<file path="src/rtl/wave_gen_if.sv">
// Control and sample bus of the phase-accumulator waveform generator.
// The driver owns the pending settings and the generator owns the sample outputs.
interface wave_gen_if #(
  parameter int ACC_W = 16
);
  logic             en;
  logic             phase_clr;
  logic [ACC_W-1:0] freq_step;
  logic [1:0]       wave_sel;
  logic [7:0]       duty;
  logic [7:0]       out;
  logic             out_valid;
  logic             wrap;

  modport master (
    output en, phase_clr, freq_step, wave_sel, duty,
    input  out, out_valid, wrap
  );

  modport slave (
    input  en, phase_clr, freq_step, wave_sel, duty,
    output out, out_valid, wrap
  );
endinterface

</file>
<file path="src/rtl/wave_gen.sv">
// Phase-accumulator generator: saw, triangle, square and parabolic sine, 8-bit signed samples.
// One sample per prescaler tick, one clock after the tick; settings commit only at period wrap.
module wave_gen #(
  parameter int ACC_W = 16,
  parameter int DIV   = 1
) (
  input  logic      clk,
  input  logic      rst,
  wave_gen_if.slave bus
);

  localparam int              PRE_W    = (DIV > 1) ? $clog2(DIV) : 1;
  localparam logic [PRE_W-1:0] PRE_LAST = PRE_W'(DIV - 1);

  logic [ACC_W-1:0] r_acc;
  logic [ACC_W-1:0] r_step;
  logic [PRE_W-1:0] r_pre;
  logic [1:0]       r_sel;
  logic [7:0]       r_duty;
  logic [7:0]       r_out;
  logic             r_vld;
  logic             r_wrap;

  logic             w_tick;
  logic             w_carry;
  logic             w_commit;
  logic [ACC_W-1:0] w_acc_nxt;
  logic [1:0]       w_sel;
  logic [7:0]       w_duty;
  logic [7:0]       w_p;
  logic [7:0]       w_tri;
  logic [11:0]      w_q;
  logic [11:0]      w_m;
  logic [7:0]       w_mag;
  logic [7:0]       w_sample;

  assign w_tick = bus.en && (r_pre == PRE_LAST);

  assign {w_carry, w_acc_nxt} = {1'b0, r_acc} + {1'b0, r_step};

  // A zero step never carries, so it commits on every tick to let a new step in.
  assign w_commit = w_carry || (r_step == '0);
  assign w_sel    = w_commit ? bus.wave_sel : r_sel;
  assign w_duty   = w_commit ? bus.duty     : r_duty;

  assign w_p   = w_acc_nxt[ACC_W-1 -: 8];
  assign w_tri = w_p[7] ? ~{w_p[6:0], 1'b0} : {w_p[6:0], 1'b0};
  assign w_q   = {5'd0, w_p[6:0]};
  assign w_m   = w_q * (12'd127 - w_q);
  assign w_mag = 8'(w_m >> 5);

  always_comb begin
    w_sample = 8'h00;
    case (w_sel)
      2'b00:   w_sample = w_p ^ 8'h80;
      2'b01:   w_sample = w_tri ^ 8'h80;
      2'b10:   w_sample = (w_p < w_duty) ? 8'h7F : 8'h80;
      default: w_sample = w_p[7] ? -w_mag : w_mag;
    endcase
  end

  always_ff @(posedge clk or posedge rst) begin
    if (rst) begin
      r_acc  <= '0;
      r_pre  <= '0;
      r_step <= '0;
      r_sel  <= 2'b00;
      r_duty <= 8'h00;
      r_out  <= 8'h00;
      r_vld  <= 1'b0;
      r_wrap <= 1'b0;
    end else if (bus.phase_clr) begin
      r_acc  <= '0;
      r_pre  <= '0;
      r_step <= bus.freq_step;
      r_sel  <= bus.wave_sel;
      r_duty <= bus.duty;
      r_vld  <= 1'b0;
      r_wrap <= 1'b0;
    end else if (!bus.en) begin
      r_step <= bus.freq_step;
      r_sel  <= bus.wave_sel;
      r_duty <= bus.duty;
      r_vld  <= 1'b0;
      r_wrap <= 1'b0;
    end else if (w_tick) begin
      r_pre  <= '0;
      r_acc  <= w_acc_nxt;
      r_wrap <= w_carry;
      r_vld  <= 1'b1;
      r_out  <= w_sample;
      if (w_commit) begin
        r_step <= bus.freq_step;
        r_sel  <= bus.wave_sel;
        r_duty <= bus.duty;
      end
    end else begin
      r_pre  <= r_pre + 1'b1;
      r_vld  <= 1'b0;
      r_wrap <= 1'b0;
    end
  end

  assign bus.out       = r_out;
  assign bus.out_valid = r_vld;
  assign bus.wrap      = r_wrap;

endmodule
</file>
<file path="src/flat_wrapper.sv">
// flat-port wrapper written by rule: the top's interface ports become plain ports
module wave_gen_flat 
#(
  parameter int ACC_W = 16,
  parameter int DIV   = 1
)
  (clk, rst, bus_en, bus_phase_clr, bus_freq_step, bus_wave_sel, bus_duty, bus_out, bus_out_valid, bus_wrap);
  wave_gen_if #(.ACC_W(ACC_W)) bus_i ();
  input  logic clk;
  input  logic rst;
  input wire logic [$bits(bus_i.en)-1:0] bus_en;
  input wire logic [$bits(bus_i.phase_clr)-1:0] bus_phase_clr;
  input wire logic [$bits(bus_i.freq_step)-1:0] bus_freq_step;
  input wire logic [$bits(bus_i.wave_sel)-1:0] bus_wave_sel;
  input wire logic [$bits(bus_i.duty)-1:0] bus_duty;
  output wire logic [$bits(bus_i.out)-1:0] bus_out;
  output wire logic [$bits(bus_i.out_valid)-1:0] bus_out_valid;
  output wire logic [$bits(bus_i.wrap)-1:0] bus_wrap;
  assign bus_i.en = bus_en;
  assign bus_i.phase_clr = bus_phase_clr;
  assign bus_i.freq_step = bus_freq_step;
  assign bus_i.wave_sel = bus_wave_sel;
  assign bus_i.duty = bus_duty;
  assign bus_out = bus_i.out;
  assign bus_out_valid = bus_i.out_valid;
  assign bus_wrap = bus_i.wrap;
  wave_gen #(.ACC_W(ACC_W), .DIV(DIV)) u_core (.clk(clk), .rst(rst), .bus(bus_i));
endmodule
</file>
<file path="config.mk">
export PLATFORM = sky130hd
export DESIGN_NAME = wave_gen_flat
export DESIGN_NICKNAME = d
export VERILOG_FILES = /design/src/rtl/wave_gen_if.sv /design/src/rtl/wave_gen.sv /design/src/flat_wrapper.sv
export SDC_FILE = /design/constraint.sdc
export NUM_CORES = 1
export LEC_CHECK = 0
export CORE_ASPECT_RATIO = 1.2
export CORE_MARGIN = 5
export CORE_UTILIZATION = 30
export CTS_BUF_LIST = sky130_fd_sc_hd__clkbuf_8
export DETAILED_ROUTE_END_ITERATION = 10
export HOLD_SLACK_MARGIN = 0.08
export PLACE_DENSITY = 0.55
export SYNTH_ARGS = -nofsm -noshare
export SYNTH_HDL_FRONTEND = slang
export SYNTH_SLANG_ARGS = --single-unit
export TNS_END_PERCENT = 5
</file>
<file path="constraint.sdc">
create_clock -name clk -period 6.1 [get_ports clk]
set_input_delay 1.22 -clock clk [delete_from_list [all_inputs] [get_ports clk]]
set_output_delay 1.22 -clock clk [all_outputs]
set_load 0.02 [all_outputs]
</file>
==> key figures <==
Logic synthesis
  – Mapped Cells: 497
  – Post-synth cell types: 63
  – Syn_nets: 592
  – Post-synthesis register bit count: 53
  – Avg Cell Area, Syn: 9.43 um2
  – Top cells by area, synth: dfrtp_1 28%, ha_1 13%, fa_1 7.3%, mux2_2 6.7%, o21ai_0 3.5%
  – Ys async rst share: 1.00
  – Primary FF master, synth: dfrtp_1
  – Post-synth EDFFs: 0
  – Post-synth top area cell: dfrtp_1
  – Synth top area share: 0.283
  – Mapped cell area: 0.00468 mm2
  – Post-synthesis sequential area ratio: 0.283
  – Synth Warn #: 0

Detailed routing
  – Initial DRT Pass Iterations: 4
  – Routed vias/inst: 5.07
  – DRC viols: 0
  – Via count: 4,069
  – Final wirelength: 12.9 mm
  – WL/cell: 16.0 um
  – Final ANT Viol Nets: 0
  – Initial DRC Count: 194

Worst hold path
  – Worst hold path endpoint: u_core.bus.out[0]
  – Worst Hold Launch: u_core.bus.out[0]
  – HP Class: reg -> reg
  – Worst hold path stage count: 2

Setup path
  – Worst Reg-to-Reg Cells: 24
  – Reg2reg end: u_core.bus.out[6]
  – Crit start category: flip-flop
  – CP max stage cell: or4_4
  – Crit-path most repeated cell: fa_1
  – Critical path class: reg -> reg
  – CP Cell Sequence: ha_4 > a21o_1 > a221o_1 > or4_4 > o211ai_4 > inv_2 > nand2_2 > fa_1 > fa_1 > inv_1 > fa_1 > inv_2 > fa_1 > inv_2 > ha_4 > o21ai_4 > o21ai_2 > a31oi_2 > o21bai_1 > xnor3_1 > xnor2_2 > xnor2_1 > a21oi_1 > a31oi_1
  – Flop-to-flop setup slack: 0.18 ns
  – Worst path max stage delay: 0.53 ns
  – Worst EP required: 6.34 ns
  – Worst-path maximum fanout: 3
  – Crit Reg-Reg Startpoint: u_core.r_acc[9]
  – Arrival @ worst endpoint: 6.16 ns
  – Worst Setup End Kind: flip-flop

STA
  – Hold slack: 0.495 ns
  – Slew @ Worst Pin: 0.972 ns
  – Post-layout minimum cycle time: 5.92 ns
  – Unrepaired setup endpoints after global routing: true
  – Final Skew: 0.0147 ns
  – Post-route clock period utilization: 0.971
  – Number of hold violations in the final report: 0
  – Slew Limit Fails: 0
  – F_max: 0.169 GHz
  – # setup viols final: 0
  – Worst slew margin: 0.350

Place
  – Inst Count DP: 785
  – I/O Buffers: 39
  – Detail Placement HPWL: 10.0 mm
  – Routability Congestion: 0.831

Floorplan
  – Die area: 0.0182 mm2
  – Core area: 0.0155 mm2
  – Die Y: 147 um
  – I/O Pins: 40
  – Chip width: 124 um
  – Starting density of the core: 0.303
  – # rows: 50

Clock tree
  – Clock Latency Late Sink: 0.33 ns
  – Clock sink count: 53
  – CTS root buf: clkbuf_8
  – Clk slew on worst S/H paths: 0.10 ns
  – TritonCTS clock tree: yes
  – CTS buffer count: 5
  – Clk buf depth: 2
  – Level count of the clock H-tree: 2

Finish
  – Area delta synth->final: 31.5%
  – Fin cells: 803
  – Fraction of layout cells with a size suffix above 1: 0.266
  – Antenna Cells: 0
  – Nets: 689

Run status
  – Status: finished, final reports clean

GRT
  – GRT Overall Usage: 0.147
  – First-pass GRT wire length: 21.6 mm
  – Grt ovf: 0
  – Number of global-route vias before repair: 4,382
  – Pin count of the biggest net entering global routing: 54
  – Initial antenna violation count: 0

Run
  – Max_cap viols: 0
==> worst max-delay path: cells and delay by family (launching register included) <==
kind | cells | cell delay, ns
simple gates | 2 | 0.60
fa+ha+maj | 6 | 2.43
buf+inv | 4 | 0.22
xor+xnor | 3 | 0.64
flops | 1 | 0.43
compound gates | 9 | 1.51
==> layout make-up <==
cell class,count,area [um2]
fill,1569,9290
clock buffer,5,68.8
timing repair buffer,105,901
inverter,34,128
clock inverter,3,42.5
tap,208,260
sequential,53,1330
multi-input combinational,395,3440
==> cell usage in the layout, fill, tap and decap left out, drive strengths merged, types with 13 or more instances in the layout <==
cell           count
nand2             34
dfrtp             53
nor3              13
inv               34
a21oi             27
nor2              42
mux2              29
xnor2             16
nand3             13
o21ai             34
clkdlybuf4s50     39
buf               66
ha                48
fa                17
==> through the flow <==
stage,util,setup WS (ns),area [um2],setup TNS (ns)
2_1_floorplan,-,0.0412,4760,0
3_3_place_gp,0.373,-0.0508,5770,-0.0508
3_5_place_dp,0.373,-0.102,5770,-0.102
4_1_cts,0.382,0.0170,5900,0
5_1_grt,0.399,-0.0994,6160,-0.262
6_report,0.399,0.179,6160,0
==> routing by layer <==
layer / vias up / track usage / part of all wire
li1: 1979 / - / -
met4: 0 / 0.0345 / 0.015
met5: - / 0 / 0
met2: 59 / 0.274 / 0.54
met1: 2020 / 0.174 / 0.41
met3: 11 / 0.0227 / 0.029
==> state kept, by name (all words and copies together), names as in the netlist <==
register,cells
u_core.r_sel,2
u_core.bus.out,8
u_core.bus.wrap,1
u_core.r_step,16
u_core.r_pre,1
u_core.r_acc,16
u_core.r_duty,8
u_core.bus.out_valid,1
==> Yosys cell counts, drive strengths merged (4+ instances only) <==
master and instances:
a31oi 7, a22o 4, clkbuf 10, nand3 13
nor2 42, o21a 6, nand2 34, o21ai 34
and2 5, nand2b 4, inv 33, ha 48
a211oi 7, mux2 29, and3 5, buf 5
nor4 5, a21o 9, o31ai 7, nor3 13
fa 17, xor2 8, a21oi 27, xnor2 16
dfrtp 53, mux2i 9
==> cells by family (layout without fill, tap and decap cells) <==
group                      count (synthesis)  in the layout  synth area share
AOI/OAI and AO/OA                        128            128             0.183
adders and majority gates                 65             65             0.201
DFF                                       53             53             0.283
buffers and inverters                     49            147            0.0406
muxes                                     38             38            0.0889
xor gates and xnor gates                  27             27            0.0609
other                                      1              1          0.000801
and+or+nand+nor                          136            136             0.142
==> worst max path at each step <==
| stage | startpoint | to | cells after the start |
|---|---|---|---|
| after CTS | u_core.r_step[10] | u_core.bus.out[5] | 24 |
| after global routing | u_core.r_acc[9] | u_core.bus.out[6] | 24 |
| after detailed placement | u_core.r_step[1] | u_core.bus.out[5] | 22 |
| after floorplan | u_core.r_step[9] | u_core.bus.out[5] | 25 |
| after global placement | u_core.r_step[1] | u_core.bus.out[5] | 22 |
| final | u_core.r_acc[9] | u_core.bus.out[6] | 24 |
==> repair_timing <==
item,4_1_cts,5_1_grt
hold buffers,0,0
cloned,0,0
resized for setup,5,44
buffers inserted,1,9
endpoints found under the setup margin,4,7
pin swaps,4,35
Power is not shown: default switching activity piles up to over one toggle a cycle in this logic, so the estimate is an artifact.
